===== src/rtl/load_store_unit.sv =====
// Load/store unit: byte-addressed requests to a word-wide d_mem port, with sub-word RMW stores and extended loads.
// Optional feature macro: LSU_MISALIGN_TRAP_EN (misaligned requests respond with an error instead of being aligned).
module load_store_unit #(
    parameter int BYTE_ADDR = 0
) (
    input  logic        clock,
    input  logic        reset,
    input  logic        req_valid,
    output logic        req_ready,
    input  logic [2:0]  req_op,
    input  logic [31:0] req_addr,
    input  logic [31:0] req_wdata,
    output logic        resp_valid,
    output logic [31:0] resp_rdata,
    output logic        resp_err,
    output logic [31:0] mem_Address,
    output logic [31:0] mem_WriteData,
    input  logic [31:0] mem_ReadData,
    output logic        mem_MemWrite,
    output logic        mem_MemRead
);

    typedef enum logic [1:0] {S_IDLE, S_RD, S_WR, S_RESP} state_t;

    localparam logic [2:0] OP_LW  = 3'd0;
    localparam logic [2:0] OP_LH  = 3'd1;
    localparam logic [2:0] OP_LHU = 3'd2;
    localparam logic [2:0] OP_LB  = 3'd3;
    localparam logic [2:0] OP_LBU = 3'd4;
    localparam logic [2:0] OP_SW  = 3'd5;
    localparam logic [2:0] OP_SH  = 3'd6;

    state_t      state_q, state_d;
    logic [2:0]  op_q, op_d;
    logic [31:0] addr_q, addr_d;
    logic [31:0] wdata_q, wdata_d;
    logic [31:0] rword_q, rword_d;
`ifdef LSU_MISALIGN_TRAP_EN
    logic        err_q, err_d;
`endif

    function automatic logic op_is_word(input logic [2:0] op);
        return (op == OP_LW) || (op == OP_SW);
    endfunction

    function automatic logic op_is_half(input logic [2:0] op);
        return (op == OP_LH) || (op == OP_LHU) || (op == OP_SH);
    endfunction

    function automatic logic [31:0] load_extend(input logic [2:0] op, input logic [1:0] lane,
                                                input logic [31:0] word);
        logic [15:0] half;
        logic [7:0]  bsel;
        half = lane[1] ? word[31:16] : word[15:0];
        case (lane)
            2'd0:    bsel = word[7:0];
            2'd1:    bsel = word[15:8];
            2'd2:    bsel = word[23:16];
            default: bsel = word[31:24];
        endcase
        case (op)
            OP_LH:   return {{16{half[15]}}, half};
            OP_LHU:  return {16'h0000, half};
            OP_LB:   return {{24{bsel[7]}}, bsel};
            OP_LBU:  return {24'h000000, bsel};
            default: return word;
        endcase
    endfunction

    // Replace one lane of the word read back from memory with the store data
    function automatic logic [31:0] store_merge(input logic [2:0] op, input logic [1:0] lane,
                                                input logic [31:0] word, input logic [31:0] wd);
        logic [31:0] res;
        res = word;
        if (op == OP_SH) begin
            if (lane[1]) res[31:16] = wd[15:0];
            else         res[15:0]  = wd[15:0];
        end else begin
            case (lane)
                2'd0:    res[7:0]   = wd[7:0];
                2'd1:    res[15:8]  = wd[7:0];
                2'd2:    res[23:16] = wd[7:0];
                default: res[31:24] = wd[7:0];
            endcase
        end
        return res;
    endfunction

    always_ff @(posedge clock) begin
        if (reset) state_q <= S_IDLE;
        else       state_q <= state_d;
    end

    always_ff @(posedge clock) begin
        op_q    <= op_d;
        addr_q  <= addr_d;
        wdata_q <= wdata_d;
        rword_q <= rword_d;
`ifdef LSU_MISALIGN_TRAP_EN
        err_q   <= err_d;
`endif
    end

    always_comb begin
        logic misaligned;
        state_d    = state_q;
        misaligned = (op_is_half(req_op) && req_addr[0]) ||
                     (op_is_word(req_op) && (req_addr[1:0] != 2'b00));
        case (state_q)
            S_IDLE: begin
                if (req_valid) begin
`ifdef LSU_MISALIGN_TRAP_EN
                    if (misaligned)            state_d = S_RESP;
                    else if (req_op == OP_SW)  state_d = S_WR;
                    else                       state_d = S_RD;
`else
                    state_d = (req_op == OP_SW) ? S_WR : S_RD;
`endif
                end
            end
            S_RD:    state_d = (op_q <= OP_LBU) ? S_RESP : S_WR;
            S_WR:    state_d = S_RESP;
            default: state_d = S_IDLE;
        endcase
    end

    always_comb begin
        op_d    = op_q;
        addr_d  = addr_q;
        wdata_d = wdata_q;
        rword_d = rword_q;
`ifdef LSU_MISALIGN_TRAP_EN
        err_d   = err_q;
`endif
        if (state_q == S_IDLE && req_valid) begin
            op_d    = req_op;
            wdata_d = req_wdata;
            addr_d  = req_addr;
`ifdef LSU_MISALIGN_TRAP_EN
            err_d   = (op_is_half(req_op) && req_addr[0]) ||
                      (op_is_word(req_op) && (req_addr[1:0] != 2'b00));
`else
            if (op_is_word(req_op))      addr_d[1:0] = 2'b00;
            else if (op_is_half(req_op)) addr_d[0]   = 1'b0;
`endif
        end
        if (state_q == S_RD) rword_d = mem_ReadData;
    end

    // Outputs decode from state and latched registers only
    always_comb begin
        logic [31:0] addr_fmt;
        logic        load_ok;
        addr_fmt = (BYTE_ADDR != 0) ? {addr_q[31:2], 2'b00} : {2'b00, addr_q[31:2]};
        load_ok  = (op_q <= OP_LBU);
`ifdef LSU_MISALIGN_TRAP_EN
        load_ok  = load_ok && !err_q;
        resp_err = (state_q == S_RESP) && err_q;
`else
        resp_err = 1'b0;
`endif
        req_ready     = (state_q == S_IDLE);
        resp_valid    = (state_q == S_RESP);
        mem_MemRead   = (state_q == S_RD);
        mem_MemWrite  = (state_q == S_WR);
        mem_Address   = (state_q == S_RD || state_q == S_WR) ? addr_fmt : 32'h0;
        mem_WriteData = 32'h0;
        if (state_q == S_WR)
            mem_WriteData = (op_q == OP_SW) ? wdata_q
                                            : store_merge(op_q, addr_q[1:0], rword_q, wdata_q);
        resp_rdata = ((state_q == S_RESP) && load_ok)
                     ? load_extend(op_q, addr_q[1:0], rword_q) : 32'h0;
    end

endmodule


===== config.mk =====
export PLATFORM = sky130hd
export DESIGN_NAME = load_store_unit
export DESIGN_NICKNAME = d
export VERILOG_FILES = /design/src/rtl/load_store_unit.sv
export SDC_FILE = /design/constraint.sdc
export NUM_CORES = 1
export LEC_CHECK = 0
export BUFFER_PORTS_ARGS = -buffer_cell sky130_fd_sc_hd__buf_4
export CAP_MARGIN = 20
export CORE_MARGIN = 2
export CORE_UTILIZATION = 45
export CTS_BUF_LIST = sky130_fd_sc_hd__clkbuf_8
export DETAILED_ROUTE_END_ITERATION = 10
export GPL_TIMING_DRIVEN = 0
export PLACE_DENSITY = 0.77
export SKIP_CTS_REPAIR_TIMING = 1
export SLEW_MARGIN = 40
export SYNTH_ARGS = -nofsm -noshare
export SYNTH_HDL_FRONTEND = slang
export SYNTH_SLANG_ARGS = --single-unit

===== constraint.sdc =====
create_clock -name clock -period 2.3 [get_ports clock]
set_input_delay 0.115 -clock clock [delete_from_list [all_inputs] [get_ports clock]]
set_output_delay 0.115 -clock clock [all_outputs]
set_load 0.05 [all_outputs]

======== Yosys cells after proc, flatten, opt, wreduce, memory -nomap -nowiden ========
Cells that the tools add are included.
operators by class
  magnitude comparators ................... 1
  equal/unequal tests ..................... 16
  muxes and demuxes ....................... 18
  reductions and logical operators ........ 11
operators with widths
  cell                                                                   count
  32-bit two-way mux                                                     4
  32-bit case mux with 4 select lines                                    1
  16-bit two-way mux                                                     3
  8-bit two-way mux                                                      4
  30-bit two-way mux                                                     1
  8-bit case mux with 3 select lines                                     1
  3-bit equality test, second input constant                             5
  3-bit by 2-bit equality test with 1-bit output, second input constant  3
  2-bit equality test, second input constant                             3
  3-bit by 1-bit equality test with 1-bit output, second input constant  2
  2-bit case mux with 3 select lines                                     1
  2-bit by 1-bit equality test with 1-bit output, second input constant  2
  2-bit logical NOT                                                      2
  1-bit logical OR                                                       4
  2-bit two-way mux                                                      2
  3-bit less-or-equal comparator, second input constant                  1
  3-bit logical NOT                                                      1
  3-bit OR reduction                                                     1
  1-bit logical AND                                                      2
  2-bit inequality test, second input constant                           1
  2-bit OR reduction                                                     1
  1-bit two-way mux                                                      1
word-level totals
  flip-flop bits (word level) ............. 101
  input port bits ......................... 102
  output and inout port bits .............. 101
  word-level logic and storage cells ...... 53

======== Depth between registers and ports, before layout ========
Gate-level depths: netlist (run 1).
  word-level depth ........................ 6
  depth in mapped cells ................... 6
  depth with buffers taken out ............ 6

======== Least setup slack after synthesis (run 1) ========
Ideal clock, no wire load.
  path type ............................... flip-flop to flip-flop
  start point ............................. register state_q[0]
  end point ............................... register addr_q[0] (enable)
  setup time .............................. 432 ps
  data arrival time ....................... 2,584 ps
  data required time ...................... 1,868 ps
  setup slack ............................. -716 ps
  cell stages (with the launch flop) ...... 4
  path buffers ............................ 0
  clock period less this slack ............ 3,016 ps
  cells stage by stage .................... dfxtp_1 -> inv_1 -> ha_1 -> and2_1
between the ends
  longest elaborated chain between the ends .. 2
ends and longest elaborated chain
  what                    RTL line  source
  start, declared         33        state_t state_q, state_d;
  start signal, assigned  91        else state_q <= state_d;
  2-bit logical NOT       -
  named net req_ready     9         output logic req_ready,
  1-bit logical AND       135       if (state_q == S_IDLE && req_valid) begin
  end signal, assigned    96        addr_q <= addr_d;
  end, declared           35        logic [31:0] addr_q, addr_d;
The timed path passes the listed nets, and every way through them passes these cells.
A chain may end at the register's enable or synchronous reset.

======== Worst setup path after layout (run 1) ========
  start point ............................. register op_q[1]
  end point ............................... output port mem_WriteData[18]
between the ends
  longest elaborated chain between the ends .. 4
  elaborated cells between the ends (all ways) .. 5
  classes of those cells .................. 2 x eq/ne; 3 x mux
ends and longest elaborated chain
  what                    RTL line  source
  start, declared         34        logic [2:0] op_q, op_d;
  start signal, assigned  95        op_q <= op_d;
  3-bit equality test     75        if (op == OP_SH) begin
  32-bit two-way mux      75
  32-bit two-way mux (*)  169       mem_WriteData = (op_q == OP_SW) ? wdata_q
  32-bit two-way mux (*)  168       if (state_q == S_WR)
  end, declared           17        output logic [31:0] mem_WriteData,
Mark *: on every way between the ends. The rest lies on a longest branch, timed or not.

==> summary by stage, run 1 <==
Outcome
The flow ran to the end, but the final reports show violations. The final reports fail on design-rule violations, negative setup slack.

Min path
The path class of the tightest hold or removal check is input port to register. The startpoint identified for the worst hold timing path is req_addr[0].

Yosys
In the post-synthesis netlist, the biggest area contributors are sky130_fd_sc_hd__edfxtp_1 (56%), sky130_fd_sc_hd__mux2i_1 (7.3%), sky130_fd_sc_hd__nor2_1 (4.2%), sky130_fd_sc_hd__and2_1 (3.9%), sky130_fd_sc_hd__o221a_2 (2.7%). Of the total synthesized cell area, the portion taken by full adders, half adders and majority gates is 0.00935. The share of cell area taken by muxes after synthesis is 0.0919. The fraction of the yosys area taken by sequential cells is 0.563. The mapped cell area is 0.00535 sq mm. The cell count after synthesis came out at 463.

The largest family of logic cells by synthesized area is simple AND/OR/NAND/NOR gates. The cell type contributing the most total cell area after synthesis is sky130_fd_sc_hd__edfxtp_1. The xor and xnor fraction of the mapped netlist area is 0.00327. The average cell area after synthesis is 11.6 sq um. The number of warnings reported in the yosys synthesis log is 0. The simple-gate share of the synthesized area is 0.149.

The synthesized-area fraction occupied by ao, oa, aoi and oai cells is 0.144. The top flip-flop cell by instance count after synthesis is sky130_fd_sc_hd__edfxtp_1. The share of synthesized area in the top cell type comes to 0.556. The number of storage elements in the synthesis netlist is 101.

After synthesis, the netlist uses 50 different library cells. The number of enable flip-flop cells after synthesis is 99. The share of flip-flops with an asynchronous set or reset after synthesis is 0.

Final layout
The area added between synthesis and finish is 63.7%. The count of nets after finishing is 892. Summing all multi-input logic gate instances after layout gives 0.00240 sq mm. The number of filler cells placed in the layout is 728. The number of standard cells in the layout, taps in and fillers out is 934. The share of post-route cells with drive strength above 1 is 0.421.

The storage element area is 0.00301 sq mm. The area of all placed cells without fillers is 0.00876 sq mm. The number of antenna diodes is 0.

Place
Detailed placement ended at an HPWL of 13300 um. The count of buffers from port buffering is 199. The cell area reported after detailed placement is 0.00711 sq mm.

The number of placed instances, taps included, is 808. The routability congestion estimate is 0.940.

Setup path
The endpoint arrival time on the critical path is 2.24 ns. The critical register-to-register path startpoint is state_q[0]. STA puts the critical path data required time at 2.18 ns. The worst setup path is of the register to primary output kind. The sort of element at the end of the critical path is a primary output. The origin of the worst setup path is op_q[1]. Along the worst path, the maximum fanout reaches 8.

STA classifies the critical path startpoint as a register.

Pwr
Across the VDD grid, the largest voltage drop is 1.07 mV. The power density normalized to cell area is 1140 mW/mm^2. The leakage power of the design is 3.63 nW.

Floorplanning
From left edge to right edge, the die measures 113 um. The area of the core is 0.0115 sq mm. The die outline area is 0.0128 sq mm. The initial utilization of the core area, before any placement, comes to 0.465.

The top-level port count is 203. The height of the die is 113 um. The placement row count is 39.

Routing
In this run the remaining antenna-violating nets after routing total 0. The first-pass iteration count of the detailed router is 10. The final wirelength is 20100 um. In the routed design, unresolved DRC markers number 8. The per-cell via count in the routed design is 5.67. The detailed-route wire length per cell is 21.5 um.

The detailed router finished its first iteration with 443 violations. The number of vias in the routed layout is 5299.

Timing
The fraction of the cycle the final worst path needs is 1.03. The highest clock rate is 0.424 GHz. The count of final setup violators is 11. The count of pins over their slew limit came to 0. The worst setup slack after layout is -0.0586 ns.

The hold violation count in the final report is 0. Final hold analysis gives a worst-case slack of 0.0231 ns. Subtracting the final worst setup slack from the clock period gives 2.36 ns. Setup repair after global routing could not meet its margin everywhere. On the final layout, the worst clock skew is 0.00843 ns.

Clock network
The worst-skew pair later-pin latency is 0.39 ns. The clock tree from TritonCTS is done. The clock tree root driver cell is sky130_fd_sc_hd__clkbuf_8. The number of sinks on the clock net is 101.

The maximum buffer depth of the clock tree is 2. TritonCTS created 9 clock buffers. The total number of H-tree levels is 3. The clock edge transition at the registers on the reported setup and hold paths is 0.11 ns.

Global route
Entering global routing, the biggest net connects 68 pins. The overall global routing resource usage is 0.267. Global routing finished with a remaining overflow of 0. The initial antenna violation count is 0. The first global-routing pass estimated 26000 um of wire.

The via count of the first global-routing pass is 4559.

Job
The count of maximum capacitance violations is 0.
report_power, final:
| group | leakage [nW] | internal (mW) | total (mW) | switching [mW] |
|---|---|---|---|---|
| clock network | 0.0900 | 0.412 | 1.13 | 0.714 |
| logic | 2.58 | 1.99 | 5.76 | 3.76 |
| registers | 0.952 | 2.63 | 3.08 | 0.449 |
worst max-delay path: stages, from the launching register on:
cell and delay, ns:
sky130_fd_sc_hd__edfxtp_1 0.52, sky130_fd_sc_hd__and3b_2 0.30, sky130_fd_sc_hd__buf_6 0.14, sky130_fd_sc_hd__o21ai_4 0.21, sky130_fd_sc_hd__buf_12 0.16, sky130_fd_sc_hd__mux2i_1 0.23, sky130_fd_sc_hd__a21oi_1 0.09, sky130_fd_sc_hd__buf_4 0.20
worst paths after layout:
path,slack [ns],end,depth (start not counted)
worst max-delay path,-0.06,mem_WriteData[18],7
worst min-delay path,0.02,addr_q[0],2
worst max register to register,0.55,wdata_q[5],4
worst min register to register,0.61,state_q[1],2
area by class of cell:
cell class                 count  area share
clock inverter                 7     0.00686
inverter                       4     0.00171
multi-input combinational    323       0.274
sequential                   101       0.344
clock buffer                   9      0.0141
timing repair buffer         313       0.312
buffer                        34      0.0273
tap                          143      0.0204
state kept, by name, summed over array words and instances, names as in the netlist:
signal	cells
state_q	2
wdata_q	32
rword_q	32
op_q	3
addr_q	32
routing by layer:
layer  vias to the layer above  routed length (um)  GRT usage  part of all wire
li1                       2376                   -          -                 -
met1                      2560                7860      0.347              0.39
met2                       320               10100      0.451              0.50
met3                        43                1680     0.0728             0.084
met4                         0                 507     0.0602             0.025
met5                         -                   0          0                 0
through the flow:
stage                     setup slack [ns]  total power [mW]  setup TNS (ns)  utilization
after floorplan                     0.0226              6.48               0            -
after global placement               0.107              8.08               0        0.615
after detailed placement             0.245              8.18               0        0.617
after CTS                           -0.194              9.29           -5.60        0.633
after global routing                -0.115              10.3           -1.89        0.761
final                              -0.0586              9.97          -0.308        0.761
cells in the mapped netlist, types with 2 or more instances:
cell type and count:
sky130_fd_sc_hd__o21ai_1 2, sky130_fd_sc_hd__buf_6 2, sky130_fd_sc_hd__and2_1 33, sky130_fd_sc_hd__nor2_1 60
sky130_fd_sc_hd__a211oi_1 6, sky130_fd_sc_hd__buf_4 7, sky130_fd_sc_hd__nand2b_1 3, sky130_fd_sc_hd__o31ai_1 2
sky130_fd_sc_hd__mux2i_1 39, sky130_fd_sc_hd__dfxtp_1 2, sky130_fd_sc_hd__buf_1 2, sky130_fd_sc_hd__ha_1 4
sky130_fd_sc_hd__a21o_1 2, sky130_fd_sc_hd__nand3b_1 7, sky130_fd_sc_hd__nor2b_1 6, sky130_fd_sc_hd__a31oi_1 15
sky130_fd_sc_hd__buf_2 11, sky130_fd_sc_hd__nand2_1 29, sky130_fd_sc_hd__o21ai_2 3, sky130_fd_sc_hd__a22oi_1 2
sky130_fd_sc_hd__o2111ai_1 6, sky130_fd_sc_hd__mux2_2 7, sky130_fd_sc_hd__o221a_2 13, sky130_fd_sc_hd__a21oi_1 11
sky130_fd_sc_hd__o221a_1 2, sky130_fd_sc_hd__nor3b_1 2, sky130_fd_sc_hd__o21ai_0 25, sky130_fd_sc_hd__edfxtp_1 99
sky130_fd_sc_hd__nand3_1 15, sky130_fd_sc_hd__inv_1 4, sky130_fd_sc_hd__o21a_1 8, sky130_fd_sc_hd__clkbuf_1 15
sky130_fd_sc_hd__a41o_1 2
cell families (layout without fill, tap and decap cells):
family / count (synthesis) / after routing
xor gates and xnor gates: 2 / 2
AOI/OAI and AO/OA: 106 / 106
and+or+nand+nor: 161 / 161
other: 1 / 3
muxes: 47 / 47
DFF: 101 / 101
buffers and inverters: 41 / 367
adders and majority gates: 4 / 4
cell usage in the layout (no fill, tap or decap), drive strengths merged, types with 3 or more instances in the layout:
cell type / instances
ha: 4
o21a: 8
inv: 7
a211oi: 6
o221a: 15
nor2b: 6
clkinv: 3
conb: 3
buf: 232
a31oi: 15
dlygate4sd3: 98
o21ai: 31
edfxtp: 99
clkbuf: 26
nand3b: 9
mux2i: 39
mux2: 7
nand2: 29
nor2: 60
o2111ai: 6
nand2b: 3
and2: 33
a21oi: 11
nand3: 15
Note: power is estimated with default switching activity, not from simulation.
==> run 2: changes to the inputs <==
--- a/config.mk
+++ b/config.mk
@@ -11,7 +11,6 @@
 export CORE_UTILIZATION = 45
 export CTS_BUF_LIST = sky130_fd_sc_hd__clkbuf_8
 export DETAILED_ROUTE_END_ITERATION = 10
-export GPL_TIMING_DRIVEN = 0
 export PLACE_DENSITY = 0.77
 export SKIP_CTS_REPAIR_TIMING = 1
 export SLEW_MARGIN = 40
==> run 2 against run 1 <==
Net effect:
- the flow finishes with violations (design-rule violations)
- clock skew grew 0.0049 ns
- combinational power decreased by 1%
- non-clock buffer count is 9 lower
- count of clock-buffer cells in the layout is the same
- hold slack improved by 0.031 ns
- global-route usage decreased by 1.0 points
- cell area is 0.46% lower
- critical path type unchanged
==> summary by stage, run 2 (synthesis results as in run 1) <==
Setup path
The family with the most delay on the worst path is buffers and inverters. Walking the worst path, the cells encountered are buf_6, and3b_2, o21ai_4, buf_12, mux2i_1, a21oi_1, buf_4. The endpoint required time on the critical path was 2.18 ns (about the same). The buffer and inverter count on the worst path is 3 (unchanged).

The maximum cell stage delay along the critical path is 0.43 ns (-0.09 ns). The maximum fanout encountered on the critical timing path is 8 (unchanged). The critical-path cell with the highest stage delay is sky130_fd_sc_hd__edfxtp_1. The startpoint kind of the worst setup timing path is a register. The sort of element at the end of the critical path is a primary output. The endpoint arrival time on the critical path is 2.18 ns (-0.06 ns). The critical path class is register to primary output.

Floorplanning
The top-level port count is 203 (unchanged). The die outline area is 0.0128 sq mm (unchanged). The area of the core came to 0.0115 sq mm (unchanged). The initial cell density of the core is 0.465 (unchanged). The placement row count is 39 (unchanged). The height of the die is 113 um (unchanged). The x dimension of the die is 113 um (unchanged).

Global route
The via count of the first global-routing pass is 4561 (+0.044%). The initial antenna violation count was 0 (unchanged). The first-pass GRT wire length was 25000 um (-3.7%). The overall global routing resource usage is 0.257 (-0.0101). The aggregate global routing overflow was 0 (unchanged). The maximum number of pins on one net before global-route repair came to 41 (-40%).

Timing
The clock period minus final worst setup slack is 2.30 ns (-0.0597 ns). The fraction of the cycle the final worst path needs is 1.00 (-0.0260). Setup repair after global routing could not meet its margin everywhere. The final setup skew is 0.0133 ns (+0.00487 ns).

The highest clock rate is 0.435 GHz (+2.6%). The hold violation count in the final report is 0 (unchanged). The count of pins over their slew limit is 0 (unchanged). The count of final setup violators was 0 (-11).

Final layout
In the layout the commonest cells are sky130_fd_sc_hd__buf_4 (219), sky130_fd_sc_hd__edfxtp_1 (99), sky130_fd_sc_hd__dlygate4sd3_1 (98). The share of post-route cells with drive strength above 1 was 0.412 (-0.00922). The number of antenna diodes is 0 (unchanged). The largest registers in the layout are addr_q x32, rword_q x32, wdata_q x32. The library cell used most frequently in the layout, excluding fill and tap cells, is sky130_fd_sc_hd__buf_4. From synthesis to final layout, the design area changed by 63.0%. The count of nets after finishing is 883 (-1.0%). The final cell utilization of the core is 0.757 (-0.00348). The number of standard cells in the layout, taps in and fillers out is 925 (-0.96%). The number of filler cells placed in the layout is 706 (-3.0%).

Place
The number of instances in the placed design is 792 (-2.0%). The count of buffers from port buffering is 199 (unchanged). The half-perimeter wire length of the detailed placement result was 13000 um (-2.2%).

The routability congestion estimate is 0.923 (-1.8%).

Job
The count of maximum capacitance violations is 0 (unchanged).

Pwr
The fraction of power consumed by the clock network was 0.121 (+0.008). The net switching power figure is 4.85 mW (-1.6%). The internal power contribution is 5.14 mW (+2.0%). The power density normalized to cell area is 1150 mW/mm^2 (+0.70%). The combinational fraction of design power was 0.569 (-0.009). The leakage power of the design is 3.61 nW (-0.47%). The net switching fraction of the power came to 0.485 (-0.00888). The largest voltage drop on the vdd net is 1.27 mV (+20%).

The portion of total power attributed to sequential cells is 0.309 (about the same).

Routing
The first-pass iteration count of the detailed router is 8 (-2). The final wirelength was 20000 um (-0.38%). The per-cell via count in the routed design was 5.71 (+0.63%). The number of vias in the routed layout is 5281 (-0.34%).

The post-detailed-route DRC marker count is 8 (unchanged). The detailed-route wire length per cell is 21.6 um (+0.59%). The number of routed nets with antenna violations is 0 (unchanged). The number of design-rule violations left by the first detailed-router iteration is 363 (-18%).

Clock network
The worst-skew pair later-pin latency is 0.40 ns (about the same). The clock tree root driver cell is sky130_fd_sc_hd__clkbuf_8. The clock tree from TritonCTS is done. The total number of H-tree levels came to 3 (unchanged). The clock edge transition at the registers on the reported setup and hold paths is 0.10 ns (about the same). The number of buffers inserted during clock tree synthesis is 9 (unchanged). The maximum buffer depth of the clock tree came to 2 (unchanged).

The number of sinks on the clock net came to 101 (unchanged).

Min path
The worst min-delay path class is input port to register.

Outcome
The flow ran to the end, but the final reports show violations. The final reports fail on design-rule violations.
run 2: cell types whose count changed in the layout (fill, tap and decap cells not counted), sizes merged:
| cell | before | now |
|---|---|---|
| clkbuf | 26 | 9 |
| buf | 232 | 240 |
| bufinv | 0 | 1 |
| clkinv | 3 | 2 |
run 2: area by class of cell:
| type | count | area, sq um | share of cell area |
|---|---|---|---|
| inverters | 4 | 15.0 | 0.00172 |
| multi-input cells | 323 | 2390 | 0.275 |
| clock inverters | 7 | 86.3 | 0.00990 |
| repair buffers | 338 | 2910 | 0.334 |
| well taps | 143 | 179 | 0.0205 |
| clock buffers | 9 | 124 | 0.0142 |
| flip-flops and latches | 101 | 3010 | 0.345 |
run 2: metal layers:
layer | routed length [um] | global-route usage
met5 | 0 | 0
met4 | 605 | 0.0740
met3 | 1810 | 0.0755
met2 | 10300 | 0.439
met1 | 7310 | 0.320
run 2: final timing paths:
kind / startpoint / endpoint / slack [ns] / cells past startpoint
max reg2reg: state_q[0] / wdata_q[21] / 0.61 / 4
min: req_addr[0] / addr_q[0] / 0.05 / 2
max: op_q[1] / mem_WriteData[16] / 0.001 / 7
min reg2reg: state_q[1] / state_q[1] / 0.61 / 2
run 2: power by group through the flow:
stage          combinational, mW  sequential, mW  clock, mW
2_1_floorplan               3.62            2.86          0
3_3_place_gp                5.05            3.06          0
3_5_place_dp                5.09            3.07          0
4_1_cts                     5.11            3.03       1.21
5_1_grt                     5.97            3.11       1.28
6_report                    5.69            3.09       1.21
run 2: through the flow:
stage	cell area, sq um	worst slack (ns)	hold WS [ns]	total power, mW	setup TNS (ns)
2_1_floorplan	5400	0.0226	0.187	6.48	0
3_3_place_gp	7090	0.304	0.288	8.11	0
3_5_place_dp	7090	0.165	0.292	8.15	0
4_1_cts	7300	-0.272	-0.125	9.35	-7.23
5_1_grt	8720	-0.0530	0.0683	10.4	-0.844
6_report	8720	0.00108	0.0542	9.99	0
==> run 3: changes to the inputs <==
--- a/config.mk
+++ b/config.mk
@@ -7,7 +7,7 @@
 export LEC_CHECK = 0
 export BUFFER_PORTS_ARGS = -buffer_cell sky130_fd_sc_hd__buf_4
 export CAP_MARGIN = 20
-export CORE_MARGIN = 2
+export CORE_MARGIN = 4
 export CORE_UTILIZATION = 45
 export CTS_BUF_LIST = sky130_fd_sc_hd__clkbuf_8
 export DETAILED_ROUTE_END_ITERATION = 10
==> run 3 against run 2 <==
Net effect:
- the flow now finishes without violations
- combinational power shrank 2%
- cell area shrank 1.5%
- maximum frequency grew 0.61%
- core utilization shrank 1.1 points
- sequential share of layout area grew 0.53 points
- critical path depth shrank 1
- global-route usage shrank 0.35 points
- flip-flop and latch count is the same
- clock skew grew 0.0060 ns
- worst setup slack gained 0.014 ns
==> summary by stage, run 3 (synthesis results as in run 1) <==
Final layout
The count of nets after finishing is 878 (-0.57%). The area of all placed cells without fillers is 0.00859 sq mm (-1.5%). In the layout the commonest cells are sky130_fd_sc_hd__buf_4 (213), sky130_fd_sc_hd__edfxtp_1 (99), sky130_fd_sc_hd__dlygate4sd3_1 (98).

The area of the multi-input gates is 0.00230 sq mm (-3.8%). The storage element area is 0.00301 sq mm (unchanged). The number of filler cells placed in the layout is 711 (+0.71%). The largest registers in the layout are addr_q x32, rword_q x32, wdata_q x32. The number of antenna diodes came to 0 (unchanged).

The library cell used most frequently in the layout, excluding fill and tap cells, is sky130_fd_sc_hd__buf_4. The share of post-route cells with drive strength above 1 came to 0.396 (-0.0154). The area added between synthesis and finish is 60.5%.

Pwr
The portion of total power attributed to sequential cells is 0.311 (+0.002). The internal power contribution came to 5.06 mW (-1.5%). The net switching power figure is 4.82 mW (-0.71%). The power density normalized to cell area is 1150 mW/mm^2 (+0.39%). The leakage power of the design is 3.59 nW (-0.54%).

The net switching fraction of the power is 0.487 (+0.00201). The fraction of power consumed by the clock network is 0.125 (+0.004). The combinational fraction of design power is 0.565 (-0.004).

The largest voltage drop on the vdd net is 1.34 mV (+4.9%).

Setup path
The slowest stage of the critical path is the sky130_fd_sc_hd__edfxtp_1 cell. The signal on the critical path passes through buf_4, xor2_2, buf_4, a22o_1, o311a_1, buf_4. The register-to-register path setup slack is 0.74 ns (+0.13 ns).

The worst register-to-register path begins at state_q[0]. The endpoint arrival time on the critical path was 2.17 ns (about the same). The maximum fanout encountered on the critical timing path is 8 (unchanged). The maximum cell stage delay along the critical path is 0.47 ns (+0.04 ns). The sort of element at the end of the critical path is a primary output. The worst reg2reg path endpoint is state_q[1]. The cell repeated most along the worst path is sky130_fd_sc_hd__buf_4. The endpoint required time on the critical path was 2.18 ns (about the same).

The critical path is of the register to primary output type. The path depth of the worst reg2reg path is 5 (+1). The startpoint kind of the worst setup timing path is a register.

Floorplanning
The height of the die was 117 um (+3.5%). The top-level port count is 203 (unchanged). The area of the core is 0.0115 sq mm (unchanged).

The die outline area is 0.0137 sq mm (+7.2%). The placement row count came to 39 (unchanged). The initial cell density of the core was 0.465 (unchanged). The x dimension of the die is 117 um (+3.5%).

Place
The cell area reported after detailed placement is 0.00708 sq mm (-0.11%). The half-perimeter wire length of the detailed placement result is 13400 um (+3.0%). The count of buffers from port buffering is 199 (unchanged). The routability congestion estimate was 0.926 (+0.31%).

Routing
The first-pass iteration count of the detailed router is 5 (-3). The final wirelength is 19700 um (-1.8%). The number of design-rule violations left by the first detailed-router iteration was 397 (+9.4%). The post-detailed-route DRC marker count was 0 (-8). The number of routed nets with antenna violations is 0 (unchanged). The number of vias in the routed layout is 5066 (-4.1%). The detailed-route wire length per cell was 21.4 um (-1.2%). The per-cell via count in the routed design is 5.51 (-3.5%).

Min path
In this run the most critical hold path is launched from req_addr[1]. The worst min-delay path class is input port to register. The hold-critical path endpoint is addr_q[1]. The worst hold path stage count came to 2 (unchanged).

Global route
The aggregate global routing overflow is 0 (unchanged). The via count of the first global-routing pass is 4552 (-0.20%). The overall global routing resource usage is 0.254 (-0.00351). The maximum number of pins on one net before global-route repair is 44 (+7.3%). The initial antenna violation count is 0 (unchanged). The first-pass GRT wire length is 25700 um (+2.6%).

Timing
The hold violation count in the final report is 0 (unchanged). The clock period minus final worst setup slack is 2.28 ns (-0.0140 ns). The count of final setup violators came to 0 (unchanged). The highest clock rate is 0.438 GHz (+0.61%). The total negative slack for setup checks was 0 ns (unchanged). The count of pins over their slew limit came to 0 (unchanged). Setup repair after global routing could not meet its margin everywhere. The final setup skew is 0.0193 ns (+0.00601 ns). The fraction of the cycle the final worst path needs came to 0.993 (-0.00609).

Clock network
The number of buffers inserted during clock tree synthesis is 9 (unchanged). The tree is rooted in a sky130_fd_sc_hd__clkbuf_8. The worst-skew pair later-pin latency is 0.39 ns (about the same). The number of sinks on the clock net is 101 (unchanged). The maximum buffer depth of the clock tree is 2 (unchanged). The clock tree from TritonCTS is done. The total number of H-tree levels was 3 (unchanged). The clock edge transition at the registers on the reported setup and hold paths is 0.11 ns (about the same).

Outcome
The flow ran to the end, and the final reports show no timing, DRC or antenna violations.

Job
The count of maximum capacitance violations came to 0 (unchanged).
## run 3: cell count changes in the layout (fill, tap and decap cells not counted), moves of 3 or more
cell,previous run,this run
sky130_fd_sc_hd__o21ai_0,25,22
sky130_fd_sc_hd__buf_6,15,18
sky130_fd_sc_hd__mux2i_4,7,2
sky130_fd_sc_hd__mux2i_1,31,36
sky130_fd_sc_hd__o21ai_1,0,4
sky130_fd_sc_hd__a21oi_1,5,8
sky130_fd_sc_hd__buf_4,219,213
sky130_fd_sc_hd__a21oi_2,6,3
## run 3: cell type report
cell class,instances,area share
flip-flops and latches,101,0.351
repair buffers,333,0.333
multi-input cells,323,0.268
well taps,143,0.0208
clock buffers,9,0.0144
clock inverters,7,0.0106
inverters,4,0.00175
## run 3: power groups by stage
stage	registers (mW)	clock network [mW]	logic, mW
after global placement	3.07	0	5.07
final	3.07	1.23	5.58
after CTS	3.03	1.25	5.15
after floorplan	2.86	0	3.62
after global routing	3.10	1.33	5.90
after detailed placement	3.07	0	5.13
## run 3: critical path, delay by kind of cell, from the launching register on
family / cells / cell delay [ns]
compound gates: 2 / 0.51
buf+inv: 3 / 0.60
flops: 1 / 0.47
xor+xnor: 1 / 0.20
## run 3: worst max path at each step
stage	cells after the start	slack, ns	end	from
3_3_place_gp	5	0.24	resp_rdata[15]	op_q[1]
2_1_floorplan	5	0.02	mem_WriteData[24]	state_q[0]
6_report	6	0.02	resp_rdata[7]	op_q[0]
4_1_cts	5	-0.22	resp_rdata[21]	addr_q[0]
5_1_grt	7	-0.07	mem_WriteData[6]	op_q[0]
3_5_place_dp	5	0.23	resp_rdata[21]	addr_q[0]
## run 3: metrics by stage
step           total power [mW]   util  hold WS (ns)  setup slack [ns]  instances
3_3_place_gp               8.14  0.615         0.293             0.238        791
2_1_floorplan              6.48      -         0.187            0.0226        465
4_1_cts                    9.42  0.633        -0.129            -0.221        807
3_5_place_dp               8.19  0.615         0.294             0.235        791
5_1_grt                    10.3  0.746        0.0820           -0.0707        920
6_report                   9.88  0.746        0.0776            0.0151        920
## run 3: layer usage
layer  global-route usage  vias up  share of wire
met5                    0        -              0
met4               0.0856        0          0.027
met1                0.324     2388           0.40
met2                0.406      301           0.48
met3               0.0879       43          0.092
li1                     -     2334              -
